$ cat config.mk
export PLATFORM = sky130hd
export DESIGN_NAME = st7735_spi_sink
export DESIGN_NICKNAME = d
export VERILOG_FILES = /design/src/rtl/st7735_spi_sink_pkg.sv /design/src/rtl/st7735_spi_sink_rx.sv /design/src/rtl/st7735_spi_sink.sv
export SDC_FILE = /design/constraint.sdc
export NUM_CORES = 1
export LEC_CHECK = 0
export ABC_AREA = 1
export CAP_MARGIN = 25
export CELL_PAD_IN_SITES_DETAIL_PLACEMENT = 1
export CELL_PAD_IN_SITES_GLOBAL_PLACEMENT = 2
export CORE_ASPECT_RATIO = 0.8
export CORE_UTILIZATION = 38
export CTS_CLUSTER_SIZE = 12
export DETAILED_ROUTE_END_ITERATION = 6
export GPL_TIMING_DRIVEN = 0
export HOLD_SLACK_MARGIN = 0.12
export PLACE_DENSITY_LB_ADDON = 0.12
export SYNTH_ARGS = -nofsm -noshare
export SYNTH_HDL_FRONTEND = slang
export SYNTH_SLANG_ARGS = --single-unit
$ cat constraint.sdc
create_clock -name clk -period 9.65 [get_ports clk]
set_input_delay 1.93 -clock clk [delete_from_list [all_inputs] [get_ports clk]]
set_output_delay 1.93 -clock clk [all_outputs]
set_load 0.01 [all_outputs]
$ cat src/rtl/st7735_spi_sink_pkg.sv
// ---------------------------------------------------------------------------
// st7735_pkg
//   Shared definitions for the ST7735 write-stream sink: the command codes the
//   decoder reacts to and the encoding of the command/pixel FSM states.
// ---------------------------------------------------------------------------
package st7735_pkg;

    localparam logic [7:0] CMD_SWRESET = 8'h01;
    localparam logic [7:0] CMD_CASET   = 8'h2A;
    localparam logic [7:0] CMD_RASET   = 8'h2B;
    localparam logic [7:0] CMD_RAMWR   = 8'h2C;

    typedef enum logic [2:0] {
        S_IDLE  = 3'd0,
        S_CASET = 3'd1,
        S_RASET = 3'd2,
        S_RAMWR = 3'd3,
        S_SKIP  = 3'd4
    } state_e;

endpackage

$ cat src/rtl/st7735_spi_sink_rx.sv
// ---------------------------------------------------------------------------
// spi_byte_rx
//   Oversampled SPI mode-0 byte receiver. All four pins go through 2-flop
//   synchronizers so they stay aligned; a byte completes on the 8th rising
//   sclk edge seen while cs is low. cs high drops any partial byte.
// Ports
//   clk, reset       system clock, async active-high reset
//   spi_cs/sclk/mosi/dc  raw asynchronous pins
//   byte_valid       1-cycle pulse, byte complete
//   byte_data        received byte, MSB first
//   byte_dc          dc level sampled together with the 8th bit
// ---------------------------------------------------------------------------
module spi_byte_rx (
    input  logic       clk,
    input  logic       reset,
    input  logic       spi_cs,
    input  logic       spi_sclk,
    input  logic       spi_mosi,
    input  logic       spi_dc,
    output logic       byte_valid,
    output logic [7:0] byte_data,
    output logic       byte_dc
);

    logic [1:0] cs_sync_q,   cs_sync_d;
    logic [1:0] sclk_sync_q, sclk_sync_d;
    logic [1:0] mosi_sync_q, mosi_sync_d;
    logic [1:0] dc_sync_q,   dc_sync_d;
    logic       sclk_prev_q, sclk_prev_d;
    logic [7:0] shift_q,     shift_d;
    logic [2:0] bit_cnt_q,   bit_cnt_d;
    logic       byte_valid_q, byte_valid_d;
    logic [7:0] byte_q,      byte_d;
    logic       byte_dc_q,   byte_dc_d;

    logic       sclk_rise;
    logic [7:0] shift_next;

    always_comb begin
        cs_sync_d    = {cs_sync_q[0],   spi_cs};
        sclk_sync_d  = {sclk_sync_q[0], spi_sclk};
        mosi_sync_d  = {mosi_sync_q[0], spi_mosi};
        dc_sync_d    = {dc_sync_q[0],   spi_dc};
        sclk_prev_d  = sclk_sync_q[1];
        shift_d      = shift_q;
        bit_cnt_d    = bit_cnt_q;
        byte_valid_d = 1'b0;
        byte_d       = byte_q;
        byte_dc_d    = byte_dc_q;

        sclk_rise  = sclk_sync_q[1] & ~sclk_prev_q & ~cs_sync_q[1];
        shift_next = {shift_q[6:0], mosi_sync_q[1]};

        if (cs_sync_q[1]) begin
            bit_cnt_d = 3'd0;
        end else if (sclk_rise) begin
            shift_d   = shift_next;
            bit_cnt_d = bit_cnt_q + 3'd1;
            if (bit_cnt_q == 3'd7) begin
                byte_valid_d = 1'b1;
                byte_d       = shift_next;
                byte_dc_d    = dc_sync_q[1];
            end
        end
    end

    always_ff @(posedge clk or posedge reset) begin
        if (reset) begin
            cs_sync_q    <= '0;
            sclk_sync_q  <= '0;
            mosi_sync_q  <= '0;
            dc_sync_q    <= '0;
            sclk_prev_q  <= 1'b0;
            shift_q      <= '0;
            bit_cnt_q    <= '0;
            byte_valid_q <= 1'b0;
            byte_q       <= '0;
            byte_dc_q    <= 1'b0;
        end else begin
            cs_sync_q    <= cs_sync_d;
            sclk_sync_q  <= sclk_sync_d;
            mosi_sync_q  <= mosi_sync_d;
            dc_sync_q    <= dc_sync_d;
            sclk_prev_q  <= sclk_prev_d;
            shift_q      <= shift_d;
            bit_cnt_q    <= bit_cnt_d;
            byte_valid_q <= byte_valid_d;
            byte_q       <= byte_d;
            byte_dc_q    <= byte_dc_d;
        end
    end

    assign byte_valid = byte_valid_q;
    assign byte_data  = byte_q;
    assign byte_dc    = byte_dc_q;

endmodule

$ cat src/rtl/st7735_spi_sink.sv
// ---------------------------------------------------------------------------
// st7735_spi_sink
//   Panel-side decoder for the 4-wire ST7735 write stream. Decodes command and
//   data bytes, tracks the CASET/RASET window and turns RAMWR data into
//   (x, y, RGB565) pixel writes.
//
//   state   | meaning
//   --------+-----------------------------------------------------------
//   S_IDLE  | no active command, data bytes ignored
//   S_CASET | collecting 4 column-window argument bytes
//   S_RASET | collecting 4 row-window argument bytes
//   S_RAMWR | pairing data bytes into pixels, advancing the pointer
//   S_SKIP  | unsupported command, data bytes ignored
//
// Ports
//   clk, reset                   system clock, async active-high reset
//   spi_cs/sclk/mosi/dc          raw SPI pins (async)
//   cmd_valid, cmd_code          command pulse and last command byte (held)
//   pix_valid, pix_x/y, color    pixel pulse and its coordinates/colour (held)
//   frame_done                   pulses with the pixel at the window end
// ---------------------------------------------------------------------------
module st7735_spi_sink #(
    parameter int X_W      = 8,
    parameter int Y_W      = 7,
    parameter int H_PIXELS = 160,
    parameter int V_PIXELS = 80
) (
    input  logic           clk,
    input  logic           reset,
    input  logic           spi_cs,
    input  logic           spi_sclk,
    input  logic           spi_mosi,
    input  logic           spi_dc,
    output logic           cmd_valid,
    output logic [7:0]     cmd_code,
    output logic           pix_valid,
    output logic [X_W-1:0] pix_x,
    output logic [Y_W-1:0] pix_y,
    output logic [15:0]    pix_color,
    output logic           frame_done
);

    import st7735_pkg::*;

    localparam logic [X_W-1:0] XE_DEF = X_W'(H_PIXELS - 1);
    localparam logic [Y_W-1:0] YE_DEF = Y_W'(V_PIXELS - 1);

    logic       rx_valid;
    logic [7:0] rx_byte;
    logic       rx_dc;

    spi_byte_rx u_rx (
        .clk        (clk),
        .reset      (reset),
        .spi_cs     (spi_cs),
        .spi_sclk   (spi_sclk),
        .spi_mosi   (spi_mosi),
        .spi_dc     (spi_dc),
        .byte_valid (rx_valid),
        .byte_data  (rx_byte),
        .byte_dc    (rx_dc)
    );

    state_e         state_q,       state_d;
    logic [1:0]     arg_idx_q,     arg_idx_d;
    logic [7:0]     arg_lo_q,      arg_lo_d;
    logic [X_W-1:0] xs_q,          xs_d;
    logic [X_W-1:0] xe_q,          xe_d;
    logic [Y_W-1:0] ys_q,          ys_d;
    logic [Y_W-1:0] ye_q,          ye_d;
    logic [X_W-1:0] x_q,           x_d;
    logic [Y_W-1:0] y_q,           y_d;
    logic [7:0]     half_q,        half_d;
    logic           half_valid_q,  half_valid_d;
    logic           cmd_valid_q,   cmd_valid_d;
    logic [7:0]     cmd_code_q,    cmd_code_d;
    logic           pix_valid_q,   pix_valid_d;
    logic [X_W-1:0] pix_x_q,       pix_x_d;
    logic [Y_W-1:0] pix_y_q,       pix_y_d;
    logic [15:0]    pix_color_q,   pix_color_d;
    logic           frame_done_q,  frame_done_d;

    logic [X_W-1:0] col_s, col_e;
    logic [Y_W-1:0] row_s, row_e;

    always_comb begin
        state_d      = state_q;
        arg_idx_d    = arg_idx_q;
        arg_lo_d     = arg_lo_q;
        xs_d         = xs_q;
        xe_d         = xe_q;
        ys_d         = ys_q;
        ye_d         = ye_q;
        x_d          = x_q;
        y_d          = y_q;
        half_d       = half_q;
        half_valid_d = half_valid_q;
        cmd_valid_d  = 1'b0;
        cmd_code_d   = cmd_code_q;
        pix_valid_d  = 1'b0;
        pix_x_d      = pix_x_q;
        pix_y_d      = pix_y_q;
        pix_color_d  = pix_color_q;
        frame_done_d = 1'b0;

        // Window start comes from the stored SL byte, end from the EL byte
        // arriving now; high bytes are never stored.
        col_s = arg_lo_q[X_W-1:0];
        col_e = rx_byte[X_W-1:0];
        row_s = arg_lo_q[Y_W-1:0];
        row_e = rx_byte[Y_W-1:0];

        if (rx_valid) begin
            if (!rx_dc) begin
                cmd_valid_d  = 1'b1;
                cmd_code_d   = rx_byte;
                half_valid_d = 1'b0;
                arg_idx_d    = 2'd0;
                case (rx_byte)
                    CMD_CASET: state_d = S_CASET;
                    CMD_RASET: state_d = S_RASET;
                    CMD_RAMWR: begin
                        state_d = S_RAMWR;
                        x_d     = xs_q;
                        y_d     = ys_q;
                    end
                    CMD_SWRESET: begin
                        state_d = S_IDLE;
                        xs_d    = '0;
                        xe_d    = XE_DEF;
                        ys_d    = '0;
                        ye_d    = YE_DEF;
                    end
                    default: state_d = S_SKIP;
                endcase
            end else begin
                case (state_q)
                    S_CASET, S_RASET: begin
                        arg_idx_d = arg_idx_q + 2'd1;
                        if (arg_idx_q == 2'd1) begin
                            arg_lo_d = rx_byte;
                        end
                        if (arg_idx_q == 2'd3) begin
                            state_d   = S_IDLE;
                            arg_idx_d = 2'd0;
                            if (state_q == S_CASET) begin
                                xs_d = col_s;
                                xe_d = (col_s > col_e) ? col_s : col_e;
                            end else begin
                                ys_d = row_s;
                                ye_d = (row_s > row_e) ? row_s : row_e;
                            end
                        end
                    end
                    S_RAMWR: begin
                        if (!half_valid_q) begin
                            half_d       = rx_byte;
                            half_valid_d = 1'b1;
                        end else begin
                            half_valid_d = 1'b0;
                            pix_valid_d  = 1'b1;
                            pix_x_d      = x_q;
                            pix_y_d      = y_q;
                            pix_color_d  = {half_q, rx_byte};
                            if (x_q != xe_q) begin
                                x_d = x_q + X_W'(1);
                            end else if (y_q != ye_q) begin
                                x_d = xs_q;
                                y_d = y_q + Y_W'(1);
                            end else begin
                                frame_done_d = 1'b1;
                                x_d          = xs_q;
                                y_d          = ys_q;
                            end
                        end
                    end
                    default: ;
                endcase
            end
        end
    end

    always_ff @(posedge clk or posedge reset) begin
        if (reset) begin
            state_q      <= S_IDLE;
            arg_idx_q    <= '0;
            arg_lo_q     <= '0;
            xs_q         <= '0;
            xe_q         <= XE_DEF;
            ys_q         <= '0;
            ye_q         <= YE_DEF;
            x_q          <= '0;
            y_q          <= '0;
            half_q       <= '0;
            half_valid_q <= 1'b0;
            cmd_valid_q  <= 1'b0;
            cmd_code_q   <= '0;
            pix_valid_q  <= 1'b0;
            pix_x_q      <= '0;
            pix_y_q      <= '0;
            pix_color_q  <= '0;
            frame_done_q <= 1'b0;
        end else begin
            state_q      <= state_d;
            arg_idx_q    <= arg_idx_d;
            arg_lo_q     <= arg_lo_d;
            xs_q         <= xs_d;
            xe_q         <= xe_d;
            ys_q         <= ys_d;
            ye_q         <= ye_d;
            x_q          <= x_d;
            y_q          <= y_d;
            half_q       <= half_d;
            half_valid_q <= half_valid_d;
            cmd_valid_q  <= cmd_valid_d;
            cmd_code_q   <= cmd_code_d;
            pix_valid_q  <= pix_valid_d;
            pix_x_q      <= pix_x_d;
            pix_y_q      <= pix_y_d;
            pix_color_q  <= pix_color_d;
            frame_done_q <= frame_done_d;
        end
    end

    assign cmd_valid  = cmd_valid_q;
    assign cmd_code   = cmd_code_q;
    assign pix_valid  = pix_valid_q;
    assign pix_x      = pix_x_q;
    assign pix_y      = pix_y_q;
    assign pix_color  = pix_color_q;
    assign frame_done = frame_done_q;

endmodule

==> metrics <==
Final #Nets=868; leakage power=3.76 nW; CP Buf/Inv Count=1; Port Buffer Count=47; outcome=complete, no violations; kind of start point of the critical path=flip-flop; Final min period=3290 ps; worst path cell trace=clkdlybuf4s50_1; ratio of total power to cell area=157 mW/mm^2; maximum number of pins on one net before global-route repair=80; Post-Layout Cell Count=1,081; routed vias=5,400; effective utilization at floorplan=39.1%; final WL=around 18,000 um; via count of the first global-routing pass=5,706; clock buffer depth=2; cell type group with the largest total delay on the critical path=buffers and inverters; first drt pass iteration count=4; total number of cells along the worst setup path=1; unrepaired setup endpoints after global routing=no; arrival time of the worst setup path=1360 ps; Die Ht=119 um; Max Clock Skew=9.69 ps; global routing usage summed across all routing layers=22.8%; area of the die=0.0176 sq mm; source of the worst register-to-register timing path=u_rx.byte_data[5]; TritonCTS clock tree=built; worst skew pair latency=430 ps; cts bufs inserted=17; actual slew at the worst max-slew pin=676 ps; portion of the post-synthesis area used by sequential elements=53.4%; number of placement rows=42; post-synth cell types=39; Post CTS Setup Buffer Count=0; CP required=7720 ps; final worst path period share=around 34%; maximum net fanout on the critical path=2; synthesis-stage register bit count=roughly 140; Cell Area, Synth=around 0.0065 sq mm; number of warning messages in the yosys log=0; delay of the slowest critical-path stage=550 ps; r2r endpoint=ye_q[1]; cell at the slowest stage of the critical path=clkdlybuf4s50_1; remaining number of nets flagged by the antenna check after routing=0; WS Path Type=reg2out; end point of the critical path=pix_color[2]; core box area=0.0166 sq mm; worst IR drop on VDD=between 0.1 and 0.15 mV; Die W=148 um; area growth from synthesis to layout=20.4%; Root Driver=clkbuf_16; routability congestion estimate from global placement=between 0.8 and 0.9; number of levels the H-tree was split into=4; flop2flop setup slack=7300 ps; setup_tns=0 ps; Routed wire per std cell=16.9 um; mean area per synthesized cell=8.31 sq um; total global routing overflow=0; Antenna Diode Count=0; post-synthesis cell count=a little under 800; clock transition time at the flip-flop clock pins of the worst setup and hold paths=60 ps; Hold Crit Class=reg2reg; cell total after placement=1,049; DRC=0; prevailing post-synth register cell=dfrtp_1; number of flops mapped to enable cells by yosys=0; proportion of layout cells with a drive suffix above 1=around 11%; crit path launch=pix_color[2]; Yosys top cell by area=dfrtp_1; Final Total Pwr=1.23 mW; sum of net half-perimeters after detailed placement=13,300 um; net count of the mapped netlist=801; Reg2Reg Depth=11; routed vias/inst=5.00; # hold bufs at CTS=0; share of async-settable or async-resettable flops after synthesis=100%; CTS-repair resized insts=0; total count of hold-check failures in the final report=0; dominant cells by area after synthesis=dfrtp_1, nand2_1, dfstp_2; count of clock tree sinks=between 100 and 150; Slew headroom=54.9%; wire length of the first global-routing pass=30,400 um; total I/O pin count=48; iteration-0 DRC count of the detailed router=between 300 and 400; Final setup violation count=0; Max Clk Rate=roughly 300 MHz; Final Slew Violations=0; # Max-Cap Violations=0; share of Yosys cell area claimed by the top area cell type=49.0%; kind of end point of the critical path=output port; antenna violations before repair=0
worst register-to-register path: stages, from the launching register on:
cell	delay (ps)
dfrtp_1	390
inv_1	260
ha_1	410
nand2_1	80
nor2_1	150
nand3_1	100
nand2_1	200
nand2_1	240
nand2_1	110
nand3_1	160
nand2_1	130
inv_1	50
cells in the mapped netlist (3+ instances only):
cell type    n
nand3_1     55
nand3_2      3
nand2_2      4
a21oi_1     15
buf_2       12
nand2_4      3
inv_2       10
nand2_1    271
inv_1       76
nand3b_1     4
o21ai_0     54
xnor2_1      4
dfrtp_1    127
ha_1        14
nand4_1      5
dfstp_2     11
nor2_1      39
clkbuf_1     7
o21ai_1     31
o21a_1       3
xor2_1       7
nor2_2       3
state kept, by name, indices dropped and copies added, names as in the netlist, 3 cells and up:
register and count:
x_q 8, ye_q 7, pix_y 7, xe_q 8, y_q 7, u_rx.shift_q 7
u_rx.bit_cnt_q 3, u_rx.byte_data 8, state_q 3, cmd_code 8, ys_q 7, half_q 8
arg_lo_q 8, pix_color 16, pix_x 8, xs_q 8
worst min path at each step:
stage / to / depth (start not counted) / start / slack [ps]
after CTS: u_rx.sclk_sync_q[1] / 0 / u_rx.sclk_sync_q[0] / 360
after global placement: u_rx.sclk_sync_q[1] / 0 / u_rx.sclk_sync_q[0] / 330
after floorplan: u_rx.cs_sync_q[1] / 0 / u_rx.cs_sync_q[0] / 330
after detailed placement: u_rx.sclk_sync_q[1] / 0 / u_rx.sclk_sync_q[0] / 340
final: u_rx.dc_sync_q[1] / 0 / u_rx.dc_sync_q[0] / 350
after global routing: u_rx.dc_sync_q[1] / 0 / u_rx.dc_sync_q[0] / 360
placed cells by master (no fill, tap or decap), types with 3 or more instances in the layout:
cell type | synthesis | layout
inv_6 | 1 | 6
clkinvlp_4 | 0 | 3
nand2_2 | 4 | 4
o21ai_0 | 54 | 54
clkbuf_16 | 0 | 17
nand3_2 | 3 | 3
xnor2_1 | 4 | 4
a21oi_1 | 15 | 15
nand3b_1 | 4 | 4
nand4_1 | 5 | 5
clkdlybuf4s50_1 | 0 | 47
nand2_1 | 271 | 271
nand2_4 | 3 | 3
nor2_2 | 3 | 3
clkinv_2 | 0 | 3
o21a_1 | 3 | 3
nor2_1 | 39 | 39
xor2_1 | 7 | 7
buf_2 | 12 | 12
nand3_1 | 55 | 55
inv_1 | 76 | 75
dfrtp_1 | 127 | 127
inv_2 | 10 | 10
ha_1 | 14 | 14
dfstp_2 | 11 | 11
o21ai_1 | 31 | 31
clkbuf_1 | 7 | 8
power by group:
group | switching (mW) | internal (mW) | total, mW
combinational | 0.0185 | 0.00691 | 0.0254
sequential | 0.00413 | 0.588 | 0.592
clock | 0.266 | 0.344 | 0.610
total | 0.288 | 0.939 | 1.23
cell families after synthesis:
logic type | count (synthesis) | share of synthesized area [%]
simple gates | 395 | 25.8
flops | 138 | 53.4
xor+xnor | 11 | 1.48
fa+ha+maj | 14 | 2.70
buf+inv | 111 | 7.27
compound gates | 112 | 9.29
per-layer routing:
metal / up-vias / track usage, % / wire length (um)
met4: 0 / 6.12 / 182
met5: - / 0 / 0
met3: 17 / 4.75 / 617
met1: 2684 / 32.4 / 9180
li1: 2614 / - / -
met2: 85 / 35.3 / 8280
area by class of cell:
cell class,count,area (sq um)
plain buffers,24,140
clock buffers,20,457
clock inverters,12,90.1
fillers,2011,8790
inverters,87,337
multi-input cells,532,2550
flip-flops and latches,138,3470
well taps,220,275
repair buffers,48,498
metrics by stage:
step / utilization (%) / cell area (sq um) / hold WS (ps) / setup slack, ps
5_1_grt: 47.1 / 7820 / 358 / 6300
2_1_floorplan: - / 6490 / 331 / 4040
6_report: 47.1 / 7820 / 352 / 6360
4_1_cts: 47.1 / 7820 / 356 / 6340
3_5_place_dp: 43.8 / 7270 / 339 / 6370
3_3_place_gp: 43.6 / 7240 / 335 / 2130
Power figures use the tool's default switching activity.
